[src/rtl/serial_text_controller_if.sv]
// Bundles the UART-receiver input and text-RAM write/status outputs of the
// serial text controller; master is the controller side.
interface serial_text_controller_if #(
    parameter int ADDR_W = 12
);
    logic              rxReadyIN;
    logic [7:0]        rxDataIN;
    logic              wrEnOUT;
    logic [ADDR_W-1:0] wrAddrOUT;
    logic [7:0]        wrDataOUT;
    logic [6:0]        cursorColOUT;
    logic [4:0]        cursorRowOUT;
    logic              busyOUT;
    logic              overflowOUT;

    modport master (
        input  rxReadyIN, rxDataIN,
        output wrEnOUT, wrAddrOUT, wrDataOUT,
        output cursorColOUT, cursorRowOUT, busyOUT, overflowOUT
    );

    modport slave (
        output rxReadyIN, rxDataIN,
        input  wrEnOUT, wrAddrOUT, wrDataOUT,
        input  cursorColOUT, cursorRowOUT, busyOUT, overflowOUT
    );
endinterface

[src/rtl/serial_text_controller.sv]
// Turns received UART bytes into text-RAM cell writes, tracks the cursor and
// runs a full-screen clear on form feed.
module serial_text_controller #(
    parameter int         COLS       = 80,
    parameter int         ROWS       = 30,
    parameter logic [7:0] CLEAR_CHAR = 8'h20,
    parameter int         ADDR_W     = $clog2(COLS*ROWS)
) (
    input  logic clockIN,
    input  logic resetIN,
    serial_text_controller_if.master bus
);
    typedef enum logic [0:0] {ST_IDLE, ST_CLEAR} state_t;

    localparam int                SYNC_STAGES = 2;
    localparam logic [ADDR_W-1:0] LAST_ADDR   = ADDR_W'(COLS*ROWS - 1);
    localparam logic [6:0]        LAST_COL    = 7'(COLS - 1);
    localparam logic [4:0]        LAST_ROW    = 5'(ROWS - 1);

    logic [SYNC_STAGES-1:0] sync_q, sync_d;
    logic                   rdy_prev_q;
    logic                   rx_rise;

    state_t            state_q, state_d;
    logic              pend_valid_q, pend_valid_d;
    logic [7:0]        pend_data_q, pend_data_d;
    logic [6:0]        col_q, col_d;
    logic [4:0]        row_q, row_d;
    logic [ADDR_W-1:0] clr_cnt_q, clr_cnt_d;
    logic              wr_en_q, wr_en_d;
    logic [ADDR_W-1:0] wr_addr_q, wr_addr_d;
    logic [7:0]        wr_data_q, wr_data_d;
    logic              busy_q, busy_d;
    logic              overflow_q, overflow_d;
    logic              consume;
    logic [ADDR_W-1:0] cell_addr;

    genvar gi;
    generate
        for (gi = 0; gi < SYNC_STAGES; gi++) begin : g_sync
            if (gi == 0) begin : g_first
                assign sync_d[gi] = bus.rxReadyIN;
            end else begin : g_chain
                assign sync_d[gi] = sync_q[gi-1];
            end
        end
    endgenerate

    // One capture per frame: the level stays high until the next start bit.
    assign rx_rise   = sync_q[SYNC_STAGES-1] & ~rdy_prev_q;
    assign cell_addr = ADDR_W'(row_q) * ADDR_W'(COLS) + ADDR_W'(col_q);

    always_comb begin
        state_d      = state_q;
        pend_valid_d = pend_valid_q;
        pend_data_d  = pend_data_q;
        col_d        = col_q;
        row_d        = row_q;
        clr_cnt_d    = clr_cnt_q;
        wr_en_d      = 1'b0;
        wr_addr_d    = wr_addr_q;
        wr_data_d    = wr_data_q;
        busy_d       = 1'b0;
        overflow_d   = overflow_q;
        consume      = 1'b0;

        case (state_q)
            ST_IDLE: begin
                if (pend_valid_q) begin
                    consume = 1'b1;
                    if (pend_data_q >= 8'h20 && pend_data_q <= 8'h7E) begin
                        wr_en_d   = 1'b1;
                        wr_addr_d = cell_addr;
                        wr_data_d = pend_data_q;
                        if (col_q == LAST_COL) begin
                            col_d = 7'd0;
                            row_d = (row_q == LAST_ROW) ? 5'd0 : row_q + 5'd1;
                        end else begin
                            col_d = col_q + 7'd1;
                        end
                    end else begin
                        case (pend_data_q)
                            8'h0D: col_d = 7'd0;
                            8'h0A: row_d = (row_q == LAST_ROW) ? 5'd0 : row_q + 5'd1;
                            8'h08: if (col_q != 7'd0) col_d = col_q - 7'd1;
                            8'h0C: begin
                                state_d   = ST_CLEAR;
                                busy_d    = 1'b1;
                                clr_cnt_d = '0;
                            end
                            default: ;
                        endcase
                    end
                end
            end
            ST_CLEAR: begin
                busy_d    = 1'b1;
                wr_en_d   = 1'b1;
                wr_addr_d = clr_cnt_q;
                wr_data_d = CLEAR_CHAR;
                if (clr_cnt_q == LAST_ADDR) begin
                    state_d = ST_IDLE;
                    col_d   = 7'd0;
                    row_d   = 5'd0;
                end else begin
                    clr_cnt_d = clr_cnt_q + 1'b1;
                end
            end
            default: state_d = ST_IDLE;
        endcase

        // A byte leaving the pending slot this cycle frees it for the new one.
        if (rx_rise) begin
            if (pend_valid_q && !consume) begin
                overflow_d = 1'b1;
            end else begin
                pend_valid_d = 1'b1;
                pend_data_d  = bus.rxDataIN;
            end
        end else if (consume) begin
            pend_valid_d = 1'b0;
        end
    end

    always_ff @(posedge clockIN) begin
        if (resetIN) begin
            sync_q       <= '0;
            rdy_prev_q   <= 1'b0;
            state_q      <= ST_IDLE;
            pend_valid_q <= 1'b0;
            pend_data_q  <= 8'h00;
            col_q        <= 7'd0;
            row_q        <= 5'd0;
            clr_cnt_q    <= '0;
            wr_en_q      <= 1'b0;
            wr_addr_q    <= '0;
            wr_data_q    <= 8'h00;
            busy_q       <= 1'b0;
            overflow_q   <= 1'b0;
        end else begin
            sync_q       <= sync_d;
            rdy_prev_q   <= sync_q[SYNC_STAGES-1];
            state_q      <= state_d;
            pend_valid_q <= pend_valid_d;
            pend_data_q  <= pend_data_d;
            col_q        <= col_d;
            row_q        <= row_d;
            clr_cnt_q    <= clr_cnt_d;
            wr_en_q      <= wr_en_d;
            wr_addr_q    <= wr_addr_d;
            wr_data_q    <= wr_data_d;
            busy_q       <= busy_d;
            overflow_q   <= overflow_d;
        end
    end

    assign bus.wrEnOUT      = wr_en_q;
    assign bus.wrAddrOUT    = wr_addr_q;
    assign bus.wrDataOUT    = wr_data_q;
    assign bus.cursorColOUT = col_q;
    assign bus.cursorRowOUT = row_q;
    assign bus.busyOUT      = busy_q;
    assign bus.overflowOUT  = overflow_q;
endmodule

[src/flat_wrapper.sv]
// flat-port wrapper written by rule: the top's interface ports become plain ports
module serial_text_controller_flat 
#(
    parameter int         COLS       = 80,
    parameter int         ROWS       = 30,
    parameter logic [7:0] CLEAR_CHAR = 8'h20,
    parameter int         ADDR_W     = $clog2(COLS*ROWS)
)
  (clockIN, resetIN, bus_rxReadyIN, bus_rxDataIN, bus_wrEnOUT, bus_wrAddrOUT, bus_wrDataOUT, bus_cursorColOUT, bus_cursorRowOUT, bus_busyOUT, bus_overflowOUT);
  serial_text_controller_if #(.ADDR_W(ADDR_W)) bus_i ();
  input  logic clockIN;
  input  logic resetIN;
  input wire logic [$bits(bus_i.rxReadyIN)-1:0] bus_rxReadyIN;
  input wire logic [$bits(bus_i.rxDataIN)-1:0] bus_rxDataIN;
  output wire logic [$bits(bus_i.wrEnOUT)-1:0] bus_wrEnOUT;
  output wire logic [$bits(bus_i.wrAddrOUT)-1:0] bus_wrAddrOUT;
  output wire logic [$bits(bus_i.wrDataOUT)-1:0] bus_wrDataOUT;
  output wire logic [$bits(bus_i.cursorColOUT)-1:0] bus_cursorColOUT;
  output wire logic [$bits(bus_i.cursorRowOUT)-1:0] bus_cursorRowOUT;
  output wire logic [$bits(bus_i.busyOUT)-1:0] bus_busyOUT;
  output wire logic [$bits(bus_i.overflowOUT)-1:0] bus_overflowOUT;
  assign bus_i.rxReadyIN = bus_rxReadyIN;
  assign bus_i.rxDataIN = bus_rxDataIN;
  assign bus_wrEnOUT = bus_i.wrEnOUT;
  assign bus_wrAddrOUT = bus_i.wrAddrOUT;
  assign bus_wrDataOUT = bus_i.wrDataOUT;
  assign bus_cursorColOUT = bus_i.cursorColOUT;
  assign bus_cursorRowOUT = bus_i.cursorRowOUT;
  assign bus_busyOUT = bus_i.busyOUT;
  assign bus_overflowOUT = bus_i.overflowOUT;
  serial_text_controller #(.COLS(COLS), .ROWS(ROWS), .CLEAR_CHAR(CLEAR_CHAR), .ADDR_W(ADDR_W)) u_core (.clockIN(clockIN), .resetIN(resetIN), .bus(bus_i));
endmodule
[config.mk]
export PLATFORM = sky130hd
export DESIGN_NAME = serial_text_controller_flat
export DESIGN_NICKNAME = d
export VERILOG_FILES = /design/src/rtl/serial_text_controller_if.sv /design/src/rtl/serial_text_controller.sv /design/src/flat_wrapper.sv
export SDC_FILE = /design/constraint.sdc
export NUM_CORES = 1
export LEC_CHECK = 0
export CAP_MARGIN = 20
export CORE_AREA = 4 4 82 84
export CTS_CLUSTER_DIAMETER = 40
export DETAILED_ROUTE_END_ITERATION = 12
export DIE_AREA = 0 0 86 88
export PLACE_DENSITY = 0.8
export SLEW_MARGIN = 20
export SYNTH_ARGS = -nofsm -noshare
export SYNTH_HDL_FRONTEND = slang
export SYNTH_SLANG_ARGS = --single-unit
[constraint.sdc]
create_clock -name clockIN -period 2.8 [get_ports clockIN]
set_clock_uncertainty 0.1 [all_clocks]
set_input_delay 0.42 -clock clockIN [delete_from_list [all_inputs] [get_ports clockIN]]
set_output_delay 0.42 -clock clockIN [all_outputs]
set_load 0.005 [all_outputs]
## After elaboration in Yosys (flattened, before gate mapping)

Cells that the tools add are included.
Widths: inputs -> output; s select.

- Register bits after elaboration: 60
- Input bits: 11
- Output and inout bits: 35

- $add $sub $neg: 5
- Multiply operators: 1
- Order comparisons: 2
- Eq/ne operators: 18
- Muxes and demuxes: 39
- Bitwise gates (word level): 4
- Reductions and logical operators: 12

Operator list:

| kind | count |
|---|---|
| $mux 12 | 6 |
| $pmux 12 s2 | 2 |
| $mux 7 | 5 |
| $eq 8x4->1 const B | 4 |
| $mux 5 | 6 |
| $pmux 7 s2 | 2 |
| $mux 8 | 2 |
| $pmux 8 s2 | 1 |
| $add 12x1->12 const B | 1 |
| $add 12x7->12 | 1 |
| $eq 12x12->1 const B | 1 |
| $reduce_and 4->1 | 3 |
| $mux 1 | 11 |
| $ne 2x2->1 const B | 5 |
| $pmux 5 s2 | 1 |
| $ge 8x6->1 const B | 1 |
| $le 8x7->1 const B | 1 |
| $mul 5x3->8 const B | 1 |
| $reduce_and 2->1 | 4 |
| $add 7x1->7 const B | 1 |
| $eq 7x7->1 const B | 1 |
| $reduce_bool 7->1 | 1 |
| $sub 7x1->7 const B | 1 |
| $pmux 1 s2 | 3 |
| other kinds (12) | 16 |

## Depth between registers and ports, before layout

- Depth in word-level cells: 6
- Gate-level depth with buffers: 8

## Least setup slack after synthesis

OpenSTA, ideal clock, no wires.

- Path kind: register -> register
- From: reg u_core.pend_data_q[7]
- To: reg u_core.clr_cnt_q[8]
- Arrival: 2219 ps
- Required time: 2630 ps
- Slack: 412 ps
- Stages on the path, launching flop included: 8
- Period minus slack after synthesis: 2388 ps
- Cell sequence: dfxtp_1 or4b_4 or4_1 buf_2 and2_1 buf_6 or3_1 a21oi_1

- Word-level cells in the longest chain between the ends: 4

RTL lines:

| what | line | text |
|---|---|---|
| start: declaration | serial_text_controller.sv:26 | `logic [7:0] pend_data_q, pend_data_d;` |
| start signal: assignment | serial_text_controller.sv:145 | `pend_data_q <= pend_data_d;` |
| $ge 8x6->1 / $le 8x7->1 (equally long branches) | serial_text_controller.sv:71 | `if (pend_data_q >= 8'h20 && pend_data_q <= 8'h7E) begin` |
| $logic_and 1x1->1 | serial_text_controller.sv:71 |  |
| $ne 2x2->1 (no source line) | n/a |  |
| $reduce_and 4->1 (no source line) (*) | n/a |  |
| end signal: assignment | serial_text_controller.sv:148 | `clr_cnt_q <= clr_cnt_d;` |
| end: declaration | serial_text_controller.sv:29 | `logic [ADDR_W-1:0] clr_cnt_q, clr_cnt_d;` |

Mark *: on every way between the ends. The rest lies on a longest branch, timed or not.
A chain may end at the register's enable or synchronous reset.

## Worst setup path in the final report

- From: reg u_core.clr_cnt_q[9]
- To: reg u_core.row_q[0], in the netlist u_core.bus.cursorRowOUT[0]

- Word-level cells in the longest chain between the ends: 3

RTL lines:

| what | line | text |
|---|---|---|
| $eq 12x12->1 | serial_text_controller.sv:101 | `if (clr_cnt_q == LAST_ADDR) begin` |
| $ne 2x2->1 (no source line) | n/a |  |
| $reduce_and 4->1 (no source line) | n/a |  |
| end signal: assignment | serial_text_controller.sv:147 | `row_q <= row_d;` |
| end: declaration | serial_text_controller.sv:28 | `logic [4:0] row_q, row_d;` |

Every way passes these cells.

==> key figures <==
Run status
  • Status: finished clean

Setup path
  • Crit path top cell by count: a21oi_1
  • Arrival @ worst endpoint: roughly 2.7 ns
  • Crit path buf inv count: 0
  • Slowest cell on crit path: or4b_1
  • Worst Path Required: between 2 and 3 ns
  • Critical path class: reg -> reg
  • Critical path endpoint category: flip-flop
  • CP Max Fanout: 7
  • CP top delay family: simple AND/OR/NAND/NOR gates
  • R2R depth: 5
  • CP max stage delay: 0.57 ns
  • Critical path startpoint category: flip-flop
  • CP Cell Sequence: or4b_1 -> nor4_1 -> a21oi_1 -> or4_1 -> a21oi_1
  • Critical path depth: 5

Route
  • First-pass DRT Iterations: 5
  • Via Count: between 3000 and 4000
  • Iter 0 DRT Violations: slightly above 200
  • DRC viols: 0
  • Drt via density: approximately 6.2
  • Final ANT Viol Nets: 0
  • Final wirelength: ~8300 um
  • Avg WL per Cell: roughly 17 um

CTS
  • Cts bufs inserted: 9
  • Cts hold-fix bufs: 0
  • Sink Count: 60
  • Clock insertion delay at the later pin of the skew report: about 0.33 ns
  • Post-cts repair resize count: 0
  • CTS tree: yes
  • Htree depth: 3
  • Max clock buf depth: 2
  • Worst-path clk slew: roughly 0.070 ns
  • Setup Fix Bufs, Post-CTS: 0
  • Clock root buffer: clkbuf_8

Power
  • Pwr Density: around 450 mW/mm2
  • LEAKAGE: 1.54 nW
  • Final Power: 1.77 mW
  • VDD IR max: around 0.00028 V

Worst hold path
  • Hold depth: 1
  • HP Class: reg -> reg

Layout
  • Filler Cells Inserted: 485
  • Ant. Diodes: 0
  • Share of cells above drive strength 1: under 10%
  • Net count, final: 448
  • Final Core Density: approximately 66%
  • Area grow syn2layout: 23.4%
  • Non-Filler Instances: about 500

Place
  • Placed Instances: 485
  • Final Wtd Congestion: just over 0.9
  • DP Wirelength: approximately 6000 um
  • PortBufs: 45

Yosys
  • Post-synth EDFFs: 0
  • Mapped Nets: 402
  • Synth Flop Type: dfxtp_1
  • Yosys reg bits: 60
  • Synthesized netlist cell count: ~380
  • Syn avg cell area: about 8.5 um2
  • Ys Warns: 0
  • Async set-reset flop share out of synthesis: 0%
  • Post-synthesis sequential area ratio: 37.9%
  • Post-Syn Area: ~0.0032 mm2
  • Number of distinct library cells after synthesis: 62

Floorplan
  • Site Rows: 28
  • I/O pin count: between 40 and 50
  • Starting Density: 53.6%
  • Core area: between 0.005 and 0.006 mm2
  • Die ar.: about 0.0076 mm2
  • DIE HEIGHT: between 80 and 90 um
  • Die width: 86 um

STA
  • Final Critical Period: about 2.5 ns
  • RSZ-0062 raised after global routing: no
  • Fin. max-slew vios: 0
  • Tcrit/Tclk final: between 90% and 100%
  • Endpoints failing hold: 0
  • Slew headroom: 39.9%
  • Max Clk Rate: slightly below 400 MHz
  • Fin Setup TNS: 0 ns
  • Setup violators final: 0
  • Worst Max-Slew Pin Slew: approximately 0.9 ns

Global routing
  • Total global routing overflow: 0
  • Global-route wire length before repair: between 10000 and 15000 um
  • All-Layer GR Usage: between 20% and 30%
  • Initial antenna violation count: 0
  • Vias in the first global route: 2941
  • Largest net degree at the start of global routing: 40

Run
  • Max cap viols: 0
through the flow:
stage | cell area, um2 | hold WS (ns) | setup slack [ns]
after floorplan | 3170 | 0.314 | 0.412
after global placement | 3700 | 0.320 | 0.371
after detailed placement | 3700 | 0.334 | 0.290
after CTS | 3910 | 0.350 | 0.277
after global routing | 3910 | 0.364 | 0.0944
final | 3910 | 0.345 | 0.254
report_power, final:
| group | internal, mW | switching [mW] | total [mW] |
|---|---|---|---|
| registers | 0.860 | 0.00728 | 0.867 |
| clock network | 0.499 | 0.324 | 0.822 |
| logic | 0.0342 | 0.0461 | 0.0803 |
area by class of cell:
type	instances	area (um2)	share of cell area [%]
Sequential cell	60	1200	30.7
Timing Repair Buffer	55	526	13.4
Clock inverter	1	30.0	0.768
Tap cell	75	93.8	2.40
Multi-Input combinational cell	284	1840	47.1
Inverter	11	41.3	1.06
Clock buffer	13	179	4.57
per-layer routing:
metal / vias up / GRT usage (%) / wire (um)
met2: 141 / 37.4 / 3870
met1: 1454 / 29.6 / 3640
met3: 28 / 4.80 / 519
met5: - / 0 / 0
li1: 1464 / - / -
met4: 0 / 13.2 / 216
kinds of logic (layout without fill, tap and decap cells):
| group | Yosys count | in the layout | share of synthesized area, % |
|---|---|---|---|
| mux | 12 | 12 | 3.91 |
| compound gates | 100 | 100 | 21.5 |
| buf+inv | 31 | 80 | 4.06 |
| fa+ha+maj | 16 | 16 | 6.79 |
| xor+xnor | 13 | 13 | 3.59 |
| flops | 60 | 60 | 37.9 |
| simple gates | 143 | 143 | 22.2 |
path summary, 6_finish.rpt:
| check | start | end | slack [ns] |
|---|---|---|---|
| setup / recovery | u_core.clr_cnt_q[9] | u_core.bus.cursorRowOUT[0] | 0.25 |
| hold / removal | u_core.sync_q[0] | u_core.sync_q[1] | 0.34 |
| setup reg to reg | u_core.clr_cnt_q[9] | u_core.bus.cursorRowOUT[0] | 0.25 |
| hold reg to reg | u_core.sync_q[0] | u_core.sync_q[1] | 0.34 |
cells in the mapped netlist, drive strengths merged (3+ instances only):
cell     n  area [um2]
a21o     5        37.5
a21oi   34         170
a221oi   3        26.3
a31oi    5        31.3
a32o     3        30.0
and2     3        18.8
and3     7        43.8
buf      4        27.5
clkbuf  16        60.1
dfxtp   60        1200
ha      14         175
inv      9        33.8
mux2     3        33.8
mux2i    9        90.1
nand2   39         146
nand2b   3        18.8
nand3   16        80.1
nand4    3        18.8
nor2    36         135
nor2b    7        43.8
nor3     9        45.0
nor3b    4        30.0
nor4     3        18.8
o211ai   3        22.5
o21ai   12        60.1
o31ai    5        37.5
or3      3        18.8
or4      5        37.5
xnor2    8        70.1
xor2     5        43.8
state kept, by name, summed over array words and instances (netlist names), 2 cells and up:
name                     cells
u_core.bus.wrAddrOUT        12
u_core.clr_cnt_q            12
u_core.bus.cursorColOUT      7
u_core.bus.cursorRowOUT      5
u_core.bus.wrDataOUT         8
u_core.sync_q                2
u_core.pend_data_q           8
cell usage in the layout, fill, tap and decap left out, types with 4 or more instances in the layout:
master           synthesis  layout
a21o_1                   5       5
a21oi_1                 34      34
a31oi_1                  5       5
and3_1                   7       7
buf_4                    1      10
clkbuf_8                 0      13
clkdlybuf4s50_1          0      45
dfxtp_1                 60      60
ha_1                    14      14
inv_1                    9       9
mux2i_1                  9       9
nand2_1                 39      39
nand3_1                 16      16
nor2_1                  36      36
nor2b_1                  7       7
nor3_1                   9       9
nor3b_1                  4       4
o21ai_0                 10      10
o31ai_1                  5       5
or4_1                    5       5
xnor2_1                  8       8
xor2_1                   5       5
(Power assumes the default switching activity.)
